## src/rtl/ps2_pkg.sv

```systemverilog
// Shared types and constants for the PS/2 keyboard receiver.
// States, error codes and prefix bytes used by frame and decoder logic.
package ps2_pkg;

   typedef enum logic [1:0] {
      IDLE,
      DATA,
      PARITY,
      STOP
   } rx_state_t;

   localparam logic [1:0] ERR_START   = 2'd0;
   localparam logic [1:0] ERR_PARITY  = 2'd1;
   localparam logic [1:0] ERR_STOP    = 2'd2;
   localparam logic [1:0] ERR_TIMEOUT = 2'd3;

   localparam logic [7:0] E0 = 8'hE0;
   localparam logic [7:0] F0 = 8'hF0;
   localparam logic [7:0] E1 = 8'hE1;

   function automatic logic is_status(input logic [7:0] b);
      return b inside {8'hAA, 8'hFA, 8'hEE, 8'hFE, 8'h00, 8'hFF};
   endfunction

endpackage

```

## src/rtl/ps2_kbd_rx_if.sv

```systemverilog
// Output bundle of the PS/2 keyboard receiver.
// master drives it, slave consumes it.
interface ps2_kbd_rx_if;

   logic [7:0] rx_byte;
   logic       rx_strobe;
   logic       err_strobe;
   logic [1:0] err_code;
   logic [7:0] key_code;
   logic       key_ext;
   logic       key_release;
   logic       key_strobe;

   modport master (
      output rx_byte, rx_strobe, err_strobe, err_code,
      output key_code, key_ext, key_release, key_strobe
   );

   modport slave (
      input rx_byte, rx_strobe, err_strobe, err_code,
      input key_code, key_ext, key_release, key_strobe
   );

endinterface

```

## src/rtl/ps2_frame_rx.sv

```systemverilog
// PS/2 frame receiver: input synchronizer, bit FSM and watchdog.
// Emits good bytes or a framing error code.
module ps2_frame_rx
   import ps2_pkg::*;
#(
   parameter int TIMEOUT = 20000
) (
   input  logic       clk,
   input  logic       reset_n,
   input  logic       ps2_clk_in,
   input  logic       ps2_data_in,
   output logic [7:0] rx_byte,
   output logic       rx_strobe,
   output logic       err_strobe,
   output logic [1:0] err_code
);

   localparam logic [14:0] TO = 15'(TIMEOUT);

   logic [1:0]  c_sync, d_sync;
   logic        c_prev;
   logic        fall, bit_d;
   rx_state_t   state, nxt;
   logic [2:0]  idx, idx_n;
   logic [7:0]  sh, sh_n;
   logic        par, par_n;
   logic [14:0] cnt, cnt_n;
   logic [7:0]  byte_n;
   logic        rxs_n, errs_n;
   logic [1:0]  code_n;

   assign fall  = c_prev & ~c_sync[1];
   assign bit_d = d_sync[1];

   always_ff @(posedge clk) begin
      if (!reset_n) begin
         c_sync     <= 2'b11;
         d_sync     <= 2'b11;
         c_prev     <= 1'b1;
         state      <= IDLE;
         idx        <= '0;
         sh         <= '0;
         par        <= 1'b0;
         cnt        <= '0;
         rx_byte    <= '0;
         rx_strobe  <= 1'b0;
         err_strobe <= 1'b0;
         err_code   <= '0;
      end else begin
         c_sync     <= {c_sync[0], ps2_clk_in};
         d_sync     <= {d_sync[0], ps2_data_in};
         c_prev     <= c_sync[1];
         state      <= nxt;
         idx        <= idx_n;
         sh         <= sh_n;
         par        <= par_n;
         cnt        <= cnt_n;
         rx_byte    <= byte_n;
         rx_strobe  <= rxs_n;
         err_strobe <= errs_n;
         err_code   <= code_n;
      end
   end

   always_comb begin
      nxt    = state;
      idx_n  = idx;
      sh_n   = sh;
      par_n  = par;
      byte_n = rx_byte;
      rxs_n  = 1'b0;
      errs_n = 1'b0;
      code_n = err_code;
      cnt_n  = cnt;
      // saturating watchdog, restarted by every clock edge
      if (state != IDLE && cnt != 15'h7FFF)
         cnt_n = cnt + 15'd1;
      if (fall)
         cnt_n = '0;
      if (state != IDLE && cnt >= TO) begin
         nxt    = IDLE;
         errs_n = 1'b1;
         code_n = ERR_TIMEOUT;
      end else if (fall) begin
         unique case (state)
            IDLE: begin
               if (!bit_d) begin
                  nxt   = DATA;
                  idx_n = '0;
               end else begin
                  errs_n = 1'b1;
                  code_n = ERR_START;
               end
            end
            DATA: begin
               sh_n[idx] = bit_d;
               idx_n     = idx + 3'd1;
               if (idx == 3'd7)
                  nxt = PARITY;
            end
            PARITY: begin
               par_n = bit_d;
               nxt   = STOP;
            end
            STOP: begin
               nxt = IDLE;
               if (!(^{sh, par})) begin
                  errs_n = 1'b1;
                  code_n = ERR_PARITY;
               end else if (!bit_d) begin
                  errs_n = 1'b1;
                  code_n = ERR_STOP;
               end else begin
                  byte_n = sh;
                  rxs_n  = 1'b1;
               end
            end
            default: nxt = IDLE;
         endcase
      end
   end

endmodule

```

## src/rtl/ps2_kbd_rx.sv

```systemverilog
// PS/2 keyboard receiver top: frame receiver plus prefix decoder
// turning bytes into key events (code, extended, release).
module ps2_kbd_rx
   import ps2_pkg::*;
#(
   parameter int TIMEOUT = 20000
) (
   input  logic                clk,
   input  logic                reset_n,
   input  logic                ps2_clk_in,
   input  logic                ps2_data_in,
   ps2_kbd_rx_if.master        bus
);

   logic [7:0] rx_byte;
   logic       rx_stb, err_stb;
   logic [1:0] err_code;
   logic       pend_ext, pend_rel;
   logic [2:0] skip;
   logic [7:0] key_code;
   logic       key_ext, key_rel, key_stb;

   ps2_frame_rx #(.TIMEOUT(TIMEOUT)) u_frame (
      .clk        (clk),
      .reset_n    (reset_n),
      .ps2_clk_in (ps2_clk_in),
      .ps2_data_in(ps2_data_in),
      .rx_byte    (rx_byte),
      .rx_strobe  (rx_stb),
      .err_strobe (err_stb),
      .err_code   (err_code)
   );

   always_ff @(posedge clk) begin
      if (!reset_n) begin
         pend_ext <= 1'b0;
         pend_rel <= 1'b0;
         skip     <= '0;
         key_code <= '0;
         key_ext  <= 1'b0;
         key_rel  <= 1'b0;
         key_stb  <= 1'b0;
      end else begin
         key_stb <= 1'b0;
         if (err_stb) begin
            pend_ext <= 1'b0;
            pend_rel <= 1'b0;
            skip     <= '0;
         end else if (rx_stb) begin
            if (skip != 3'd0) begin
               skip <= skip - 3'd1;
            end else if (rx_byte == E0) begin
               pend_ext <= 1'b1;
            end else if (rx_byte == F0) begin
               pend_rel <= 1'b1;
            end else if (rx_byte == E1) begin
               // pause: report once, drop the rest of its sequence
               key_code <= E1;
               key_ext  <= 1'b0;
               key_rel  <= 1'b0;
               key_stb  <= 1'b1;
               skip     <= 3'd7;
               pend_ext <= 1'b0;
               pend_rel <= 1'b0;
            end else if (!pend_ext && !pend_rel && is_status(rx_byte)) begin
               skip <= '0;
            end else begin
               key_code <= rx_byte;
               key_ext  <= pend_ext;
               key_rel  <= pend_rel;
               key_stb  <= 1'b1;
               pend_ext <= 1'b0;
               pend_rel <= 1'b0;
            end
         end
      end
   end

   assign bus.rx_byte     = rx_byte;
   assign bus.rx_strobe   = rx_stb;
   assign bus.err_strobe  = err_stb;
   assign bus.err_code    = err_code;
   assign bus.key_code    = key_code;
   assign bus.key_ext     = key_ext;
   assign bus.key_release = key_rel;
   assign bus.key_strobe  = key_stb;

endmodule

```

## src/flat_wrapper.sv

```systemverilog
// flat-port wrapper written by rule: the top's interface ports become plain ports
module ps2_kbd_rx_flat import ps2_pkg::*;
#(
   parameter int TIMEOUT = 20000
)
  (clk, reset_n, ps2_clk_in, ps2_data_in, bus_rx_byte, bus_rx_strobe, bus_err_strobe, bus_err_code, bus_key_code, bus_key_ext, bus_key_release, bus_key_strobe);
  ps2_kbd_rx_if bus_i ();
  input  logic clk;
  input  logic reset_n;
  input  logic ps2_clk_in;
  input  logic ps2_data_in;
  output wire logic [$bits(bus_i.rx_byte)-1:0] bus_rx_byte;
  output wire logic [$bits(bus_i.rx_strobe)-1:0] bus_rx_strobe;
  output wire logic [$bits(bus_i.err_strobe)-1:0] bus_err_strobe;
  output wire logic [$bits(bus_i.err_code)-1:0] bus_err_code;
  output wire logic [$bits(bus_i.key_code)-1:0] bus_key_code;
  output wire logic [$bits(bus_i.key_ext)-1:0] bus_key_ext;
  output wire logic [$bits(bus_i.key_release)-1:0] bus_key_release;
  output wire logic [$bits(bus_i.key_strobe)-1:0] bus_key_strobe;
  assign bus_rx_byte = bus_i.rx_byte;
  assign bus_rx_strobe = bus_i.rx_strobe;
  assign bus_err_strobe = bus_i.err_strobe;
  assign bus_err_code = bus_i.err_code;
  assign bus_key_code = bus_i.key_code;
  assign bus_key_ext = bus_i.key_ext;
  assign bus_key_release = bus_i.key_release;
  assign bus_key_strobe = bus_i.key_strobe;
  ps2_kbd_rx #(.TIMEOUT(TIMEOUT)) u_core (.clk(clk), .reset_n(reset_n), .ps2_clk_in(ps2_clk_in), .ps2_data_in(ps2_data_in), .bus(bus_i));
endmodule
```

## config.mk

```make
export PLATFORM = sky130hd
export DESIGN_NAME = ps2_kbd_rx_flat
export DESIGN_NICKNAME = d
export VERILOG_FILES = /design/src/rtl/ps2_pkg.sv /design/src/rtl/ps2_kbd_rx_if.sv /design/src/rtl/ps2_frame_rx.sv /design/src/rtl/ps2_kbd_rx.sv /design/src/flat_wrapper.sv
export SDC_FILE = /design/constraint.sdc
export NUM_CORES = 1
export LEC_CHECK = 0
export CAP_MARGIN = 20
export CORE_ASPECT_RATIO = 0.75
export CORE_UTILIZATION = 45
export CTS_CLUSTER_SIZE = 8
export DETAILED_ROUTE_END_ITERATION = 7
export HOLD_SLACK_MARGIN = 0.06
export PLACE_DENSITY = 0.73
export SYNTH_ARGS = -nofsm -noshare
export SYNTH_HDL_FRONTEND = slang
export SYNTH_SLANG_ARGS = --single-unit
```

## constraint.sdc

```tcl
create_clock -name clk -period 2.7 [get_ports clk]
set_input_delay 0.54 -clock clk [delete_from_list [all_inputs] [get_ports clk]]
set_output_delay 0.54 -clock clk [all_outputs]
set_load 0.1 [all_outputs]
```

==> run_results.csv, run 1 <==
group,metric,value,unit
power,p_int,1.556,mW
critical_path,arrival,2420,ps
critical_path,critPathKind,"reg -> reg",
cells_and_area,final_common_cell,"dfxtp_1",
timing,setup_tns,0,ps
detailed_routing,wl_per_cell,13.79,microns
power,power_density,557.8,mW/mm^2
clock_tree,cts_root_buf,"clkbuf_8",
clock_tree,cts_sinks,62,
detailed_routing,drc,0,
grt,grt_pass1_wl,10.90,mm
synthesis,synthCells,335,
detailed_routing,dr.pass1.iters,4,
timing,slew_viol_final,0,
timing,tightestPinTransition,622.9,ps
min_path,min_to,"u_core.u_frame.c_sync[1]$_SDFF_PN1_",
die,coreArea,0.006444,sq mm
critical_path,reg2reg_to,"u_core.bus.key_code[3]$_SDFFE_PN0P_",
synthesis,syn_nets,349,
synthesis,async_flop_share,0,
critical_path,r2r_slack,560,ps
clock_tree,h-tree-depth,3,
die,die_area,0.007138,sq mm
placement,place_area,0.003311,sq mm
clock_tree,cts_setup_buffers,0,
min_path,min_from,"u_core.u_frame.c_sync[0]$_SDFF_PN1_",
cells_and_area,nets,376,
die,die_w,97.23,microns
synthesis,ys_ff_latch,62,
critical_path,reg2regPathDepth,5,
power,pwr-share-comb,0.032,
timing,rsz0062_at_grt,"no",
timing,holdWs,411.5,ps
timing,setup_viol,0,
power,p_sw,0.4275,mW
synthesis,netlist_area,0.003060,sq mm
detailed_routing,ant_nets,0,
timing,clock_skew,7.259,ps
power,clock_power_share,0.502,
clock_tree,cts_buffers,9,
critical_path,rr_startpoint,"u_core.u_frame.rx_byte[1]$_SDFFE_PN0P_",
clock_tree,clockBufferDepth,2,
synthesis,avgSynthCellArea,9.136,sq um
min_path,hold_depth,1,
clock_tree,cts_resized,0,
synthesis,yosysUniqueCellTypes,54,
cells_and_area,fillers,581,
synthesis,synth_edf_count,0,
cells_and_area,antenna_cells,0,
detailed_routing,vias,2404,
die,initial_utilization,0.4750,
clock_tree,clk_latency,350,ps
synthesis,synthFlopType,"dfxtp_1",
power,power.leakage,1.438,nW
clock_tree,tritoncts,"done",
placement,io_buffer_count,26,
cells_and_area,area_growth,16.19,%
grt,grt_pass1_vias,2307,
die,placementRows,25,
grt,grt_start_max_net_pins,33,
timing,period_share,0.7932,
die,die_y,73.42,microns
synthesis,seq_area_frac_synth,0.4056,
job,maxCapViolCount,0,
critical_path,worstPathRequired,2980,ps
timing,clock.fmax,466.9,MHz
critical_path,critPathMaxFanout,10,
power,power_frac_seq,0.466,
detailed_routing,wl,6.179,mm
run_status,outcome,"finished clean",
cells_and_area,final_cell_mix,"dfxtp_1, nand2_1, mux2i_1",
clock_tree,hold_buffers,0,
cells_and_area,drive_gt1_frac,0.1499,
timing,slew_headroom,0.5816,
grt,grtUsageTotal,0.1966,
placement,gp_congestion,0.8429,
timing,fin_crit,2142,ps
detailed_routing,drtIter0Drc,100,
clock_tree,clk_pin_slew,70,ps
grt,antenna_found_initial,0,
detailed_routing,vias_per_cell,5.366,
timing,hold_viol,0,
power,power.share.switching,0.2155,
critical_path,critPathLaunchType,"register",
critical_path,end_kind,"register",
die,pin_count,27,
power,peakVddDrop,0.4109,mV
grt,overflow,0,
cells_and_area,fin_area,0.003556,sq mm
synthesis,yosys_warnings,0,
min_path,hp-class,"reg -> reg",
placement,hpwl,4.525,mm
-- sequential cells by signal (all words and copies together) (netlist names) --
name,count
u_core.bus.key_code,8
u_core.bus.key_ext,1
u_core.bus.key_release,1
u_core.bus.key_strobe,1
u_core.pend_ext,1
u_core.pend_rel,1
u_core.skip,3
u_core.u_frame.c_prev,1
u_core.u_frame.c_sync,2
u_core.u_frame.cnt,15
u_core.u_frame.d_sync,2
u_core.u_frame.err_code,2
u_core.u_frame.err_strobe,1
u_core.u_frame.idx,3
u_core.u_frame.par,1
u_core.u_frame.rx_byte,8
u_core.u_frame.rx_strobe,1
u_core.u_frame.sh,8
u_core.u_frame.state,2
-- layer usage --
layer / up-vias / track usage / share of wire
met1: 1124 / 0.2707 / 0.51
li1: 1224 / - / -
met4: 0 / 0.08824 / 0.017
met3: 9 / 0.06375 / 0.039
met5: - / 0 / 0
met2: 47 / 0.2817 / 0.44
-- layout make-up --
type | instances | area, sq um | share of cell area
flip-flops and latches | 62 | 1241 | 0.3490
multi-input cells | 245 | 1667 | 0.4687
repair buffers | 31 | 252.7 | 0.07108
clock buffers | 9 | 123.9 | 0.03483
clock inverters | 7 | 121.4 | 0.03413
inverters | 13 | 48.80 | 0.01372
well taps | 81 | 101.3 | 0.02850
-- stage by stage --
stage | power, mW | cells | setup WS [ps] | utilization
global placement | 1.007 | 432 | 655.0 | 0.5138
detailed placement | 1.008 | 432 | 579.6 | 0.5138
CTS | 2.006 | 448 | 581.5 | 0.5518
global route | 2.054 | 448 | 366.9 | 0.5518
finish | 1.984 | 448 | 558.3 | 0.5518
floorplan | 0.9930 | 335 | 375.2 | -
-- critical path, stage by stage, from the launching register on --
cell and delay (ps):
dfxtp_1 460, and2_1 190, o2111ai_1 160, a211oi_1 440, or3_1 570, mux2i_1 250
-- how the worst max path moves through the flow --
stage	from	end	slack, ps
floorplan	u_core.u_frame.rx_byte[7]$_SDFFE_PN0P_	u_core.bus.key_code[0]$_SDFFE_PN0P_	380
global placement	reset_n	u_core.u_frame.cnt[0]$_SDFFE_PP0P_	660
detailed placement	reset_n	u_core.u_frame.cnt[10]$_SDFFE_PP0P_	580
CTS	u_core.u_frame.sh[2]$_SDFFE_PN0P_	u_core.u_frame.rx_byte[6]$_SDFFE_PN0P_	580
global route	u_core.u_frame.rx_byte[1]$_SDFFE_PN0P_	u_core.bus.key_ext$_SDFFE_PN0P_	370
finish	u_core.u_frame.rx_byte[1]$_SDFFE_PN0P_	u_core.bus.key_code[3]$_SDFFE_PN0P_	560
-- synthesized netlist by cell type (all sizes together) (6+ instances only) --
| cell type | number | area share |
|---|---|---|
| dfxtp | 62 | 0.41 |
| nand2 | 46 | 0.056 |
| mux2i | 31 | 0.10 |
| nor2 | 26 | 0.032 |
| nand3 | 15 | 0.025 |
| a21oi | 13 | 0.021 |
| inv | 13 | 0.016 |
| nand2b | 12 | 0.025 |
| xnor2 | 12 | 0.034 |
| ha | 10 | 0.041 |
| and3 | 7 | 0.015 |
| clkbuf | 7 | 0.012 |
| a211oi | 6 | 0.015 |
| buf | 6 | 0.016 |
-- cells by family after synthesis --
kind of cell	Yosys count	share of synthesized area
AOI/OAI and AO/OA	45	0.1014
xor gates and xnor gates	19	0.07032
adders and majority gates	10	0.04088
buffers and inverters	28	0.04988
DFF	62	0.4056
muxes	31	0.1014
and+or+nand+nor	140	0.2306
-- power by group through the flow --
stage / combinational, mW / clock (mW) / sequential (mW)
after detailed placement: 0.0632 / 0 / 0.945
after global placement: 0.0628 / 0 / 0.945
after global routing: 0.0693 / 1.06 / 0.924
after floorplan: 0.0373 / 0 / 0.956
final: 0.0632 / 0.996 / 0.924
after CTS: 0.0633 / 1.02 / 0.924
No activity file was read; power rests on OpenSTA's default activity.
==> inputs of run 2 (changes only) <==
- PLACE_DENSITY: 0.73 -> 0.75
- clock period: 2.7 -> 1.81 ns (I/O delays scaled with it)
==> run 2 against run 1 <==
Against the previous run:
- wire length grew 15%
- combinational power grew 79%
- utilization grew 7.8 points
- largest cell class unchanged
- highest routed layer unchanged
==> run_results.csv, run 2 (same netlist as run 1, synthesis figures left out) <==
group,metric,value,unit
run_status,outcome,"finished clean",
critical_path,end_kind,"register",
cells_and_area,stdcell_count,462,
cells_and_area,seqCellArea,0.001279,sq mm
clock_tree,cts_sinks,62,
critical_path,reg2regPathDepth,5,
grt,grtUsageTotal,0.2014,
detailed_routing,route.met2.wl,3.256,mm
critical_path,arrival,2040,ps
timing,slew_headroom,0.6490,
grt,grt_pass1_wl,11.25,mm
die,die_area,0.007138,sq mm
die,pin_count,27,
detailed_routing,dr.pass1.iters,4,
detailed_routing,vias_per_cell,5.580,
die,initial_utilization,0.4750,
min_path,min_from,"u_core.u_frame.d_sync[0]$_SDFF_PN1_",
timing,period_share,0.9777,
detailed_routing,drtIter0Drc,218,
detailed_routing,ant_nets,0,
detailed_routing,wl,7.133,mm
clock_tree,hold_buffers,0,
critical_path,startpoint,"u_core.u_frame.sh[2]$_SDFFE_PN0P_",
timing,setup_viol,0,
timing,fin_crit,1770,ps
clock_tree,clk_pin_slew,70,ps
clock_tree,cts_root_buf,"clkbuf_8",
detailed_routing,top_layer,"met4",
cells_and_area,nets,390,
power,peakVddDrop,0.4332,mV
grt,grt_pass1_vias,2421,
clock_tree,cts_buffers,9,
cells_and_area,fillers,510,
cells_and_area,area_growth,32.62,%
timing,slew_viol_final,0,
clock_tree,clockBufferDepth,2,
critical_path,critPathMaxFanout,8,
power,power_density,638.3,mW/mm^2
placement,io_buffer_count,26,
die,die_w,97.23,microns
clock_tree,h-tree-depth,3,
critical_path,critPathKind,"reg -> reg",
power,power.leakage,1.550,nW
detailed_routing,wl_met3,312,microns
cells_and_area,multi_input_area,0.001804,sq mm
critical_path,critPathLaunchType,"register",
detailed_routing,wl_per_cell,15.44,microns
cells_and_area,regMostFlops,"u_core.u_frame.cnt",
grt,grt_start_max_net_pins,33,
placement,hpwl,4.890,mm
grt,overflow,0,
timing,hold_viol,0,
die,die_y,73.42,microns
die,coreArea,0.006444,sq mm
detailed_routing,vias,2578,
placement,gp_congestion,0.8110,
detailed_routing,drc,0,
critical_path,worstPathRequired,2080,ps
critical_path,rr_startpoint,"u_core.u_frame.sh[2]$_SDFFE_PN0P_",
timing,clock.fmax,565.1,MHz
grt,antenna_found_initial,0,
min_path,hp-class,"reg -> reg",
clock_tree,tritoncts,"done",
cells_and_area,drive_gt1_frac,0.2703,
cells_and_area,final_common_cell,"dfxtp_1",
power,power,2.591,mW
cells_and_area,largest_register_ffs,15,
timing,tightestPinTransition,513.3,ps
timing,rsz0062_at_grt,"yes",
timing,holdWs,407.3,ps
detailed_routing,wl_met1,3.461,mm
clock_tree,clk_latency,350,ps
die,placementRows,25,
timing,clock_skew,9.536,ps
min_path,hold_depth,1,
job,maxCapViolCount,0,
cells_and_area,final_cell_mix,"dfxtp_1, nand2_1, mux2i_1",
cells_and_area,antenna_cells,0,
placement,dp.cells,444,
==> run 2: layer usage <==
metal | track usage | up-vias
li1 | - | 1262
met1 | 0.2565 | 1253
met2 | 0.3333 | 53
met3 | 0.05233 | 10
met4 | 0.07680 | 0
met5 | 0 | -
==> run 2: report_power, final <==
part           internal [mW]  total, mW  switching [mW]
combinational         0.0430      0.113          0.0698
sequential              1.36       1.37         0.00794
clock                  0.512       1.11           0.600
total                   1.91       2.59           0.678
==> run 2: path summary, 6_finish.rpt <==
check	endpoint	slack, ps
setup reg to reg	u_core.u_frame.rx_byte[6]$_SDFFE_PN0P_	40
hold reg to reg	u_core.u_frame.d_sync[1]$_SDFF_PN1_	410
setup / recovery	u_core.u_frame.rx_byte[6]$_SDFFE_PN0P_	40
hold / removal	u_core.u_frame.d_sync[1]$_SDFF_PN1_	410
==> run 2: what timing repair did <==
action | CTS | global route
gates cloned | 0 | 2
pin swaps | 3 | 7
endpoints found under the setup margin | 11 | 44
gates resized for setup | 9 | 26
buffers inserted | 0 | 2
==> run 2: cell type report <==
cell class | count | share of cell area
inverters | 13 | 0.01202
multi-input cells | 246 | 0.4445
clock buffers | 9 | 0.03052
flip-flops and latches | 62 | 0.3150
repair buffers | 44 | 0.1591
well taps | 81 | 0.02497
clock inverters | 7 | 0.01387
==> run 2: per-stage QoR <==
| stage | instance area [sq um] | setup TNS, ps | setup WS (ps) | utilization |
|---|---|---|---|---|
| after detailed placement | 3735 | -458.2 | -62.13 | 0.5796 |
| after floorplan | 3094 | 0 | 12.30 | - |
| after global placement | 3735 | -217.2 | -32.02 | 0.5796 |
| after global routing | 4059 | -140.4 | -36.52 | 0.6299 |
| after CTS | 3953 | 0 | 2.384 | 0.6134 |
| final | 4059 | 0 | 40.31 | 0.6299 |
==> run 2: worst max-delay path, cell delays in order, from the launching register on <==
cell     delay [ps]
dfxtp_2         340
xor2_2          170
xnor3_2         460
mux2i_4         280
and2_4          260
mux2i_1         190
==> inputs of run 3 (changes only) <==
- SETUP_SLACK_MARGIN: unset -> 0.05
==> run 3 against run 2 <==
Against the previous run:
- cell count up 0.87%
- flip-flop and latch count unchanged
- utilization up 2.4 points
- design area up 3.9%
- wire length about the same
- the flow now finishes with violations (negative setup slack)
- hold slack about the same
- global-route usage down 0.53 points
- power up 8.8%
- count of clock-buffer cells in the layout unchanged
- sequential power about the same
- clock power up 21%
==> run_results.csv, run 3 (same netlist as run 1, synthesis figures left out) <==
group,metric,value,unit
run_status,outcome,"complete, but fails checks",
run_status,violations,"negative setup slack",
timing,clock.fmax,546.2,MHz
cells_and_area,regMostFlops,"u_core.u_frame.cnt",
clock_tree,cts_root_buf,"clkbuf_8",
clock_tree,clk_pin_slew,70,ps
clock_tree,cts_buffers,9,
job,maxCapViolCount,0,
timing,hold_viol,0,
detailed_routing,drtIter0Drc,175,
detailed_routing,drc,0,
placement,place_ws,-16.39,ps
timing,period_share,1.012,
min_path,hp-class,"reg -> reg",
detailed_routing,vias,2590,
clock_tree,h-tree-depth,3,
grt,grt_start_max_net_pins,45,
grt,grt_pass1_wl,10.92,mm
die,pin_count,27,
timing,clock_skew,7.745,ps
critical_path,arrival,2100,ps
cells_and_area,nets,394,
critical_path,worstPathRequired,2070,ps
placement,gp_congestion,0.8321,
clock_tree,cts_sinks,62,
die,die_area,0.007138,sq mm
die,die_w,97.23,microns
cells_and_area,largest_register_ffs,15,
timing,fin_crit,1831,ps
timing,rsz0062_at_grt,"yes",
power,peakVddDrop,0.5454,mV
grt,antenna_found_initial,0,
clock_tree,clk_latency,340,ps
timing,tightestPinTransition,481.8,ps
placement,hpwl,4.898,mm
cells_and_area,final_cell_mix,"nand2_1, dfxtp_1, mux2i_1",
power,power.leakage,1.603,nW
timing,slew_headroom,0.6780,
detailed_routing,wl,7.128,mm
grt,grt_pass1_vias,2336,
clock_tree,clockBufferDepth,2,
detailed_routing,vias_per_cell,5.558,
die,initial_utilization,0.4750,
placement,io_buffer_count,26,
grt,grtUsageTotal,0.1961,
grt,overflow,0,
timing,setup_viol,3,
die,coreArea,0.006444,sq mm
die,die_y,73.42,microns
timing,setup_ws,-20.95,ps
power,power_density,668.6,mW/mm^2
cells_and_area,area_growth,37.78,%
critical_path,critPathMaxFanout,8,
detailed_routing,dr.pass1.iters,4,
timing,slew_viol_final,0,
cells_and_area,drive_gt1_frac,0.2909,
cells_and_area,antenna_cells,0,
detailed_routing,ant_nets,0,
critical_path,end_kind,"register",
clock_tree,tritoncts,"done",
detailed_routing,wl_per_cell,15.30,microns
critical_path,critPathKind,"reg -> reg",
die,placementRows,25,
timing,setup_tns,-24.34,ps
critical_path,critPathLaunchType,"register",
clock_tree,hold_buffers,0,
-- run 3: cell types whose count changed in the layout (fill, tap and decap cells not counted), sizes merged --
| cell | delta |
|---|---|
| clkinvlp | +2 |
| clkbuf | +1 |
| bufinv | +2 |
| clkdlybuf4s15 | -1 |
| or3 | -1 |
| inv | -4 |
| buf | +5 |
-- run 3: worst max-delay path: stages (launching register included) --
cell     delay [ps]
dfxtp_2         340
xnor2_2         170
xnor3_2         510
mux2i_4         220
and2_4          180
buf_12          120
mux2i_1         190
-- run 3: per-layer routing --
layer | part of all wire | track usage | vias up
met5 | 0 | 0 | -
met4 | 0.014 | 0.07026 | 0
li1 | - | - | 1263
met1 | 0.48 | 0.2534 | 1258
met3 | 0.049 | 0.06851 | 9
met2 | 0.46 | 0.3075 | 60
-- run 3: metrics by stage --
step | total power, mW | utilization | std cells | instance area (sq um) | hold slack (ps)
6_report | 2.819 | 0.6544 | 466 | 4217 | 407.5
3_3_place_gp | 1.505 | 0.5823 | 444 | 3752 | 390.6
5_1_grt | 2.901 | 0.6544 | 466 | 4217 | 423.1
2_1_floorplan | 1.468 | - | 335 | 3100 | 386.3
4_1_cts | 2.845 | 0.6223 | 462 | 4010 | 408.0
3_5_place_dp | 1.507 | 0.5823 | 444 | 3752 | 391.7
-- run 3: layout make-up --
| class | count | area (sq um) |
|---|---|---|
| well taps | 81 | 101.3 |
| clock inverters | 7 | 98.84 |
| fillers | 465 | 2227 |
| flip-flops and latches | 62 | 1284 |
| multi-input cells | 245 | 1837 |
| repair buffers | 49 | 723.2 |
| inverters | 13 | 48.80 |
| clock buffers | 9 | 123.9 |
-- run 3: what timing repair did --
item,in CTS,in global routing
gates cloned,0,2
pin swaps,3,3
buffers inserted,2,2
endpoints found under the setup margin,21,38
gates resized for setup,9,37
endpoints found under the hold margin,0,0
-- run 3: worst paths after layout --
| kind | start | endpoint | slack [ps] | cells past startpoint |
|---|---|---|---|---|
| setup / recovery | u_core.u_frame.sh[4]$_SDFFE_PN0P_ | u_core.u_frame.rx_byte[7]$_SDFFE_PN0P_ | -20 | 6 |
| hold / removal | u_core.u_frame.c_sync[0]$_SDFF_PN1_ | u_core.u_frame.c_sync[1]$_SDFF_PN1_ | 410 | 1 |
| setup reg to reg | u_core.u_frame.sh[4]$_SDFFE_PN0P_ | u_core.u_frame.rx_byte[7]$_SDFFE_PN0P_ | -20 | 6 |
| hold reg to reg | u_core.u_frame.c_sync[0]$_SDFF_PN1_ | u_core.u_frame.c_sync[1]$_SDFF_PN1_ | 410 | 1 |
-- run 3: where the power goes --
group	switching, mW	internal [mW]
registers	0.00732	1.36
clock network	0.565	0.776
logic	0.0697	0.0432
total	0.642	2.18
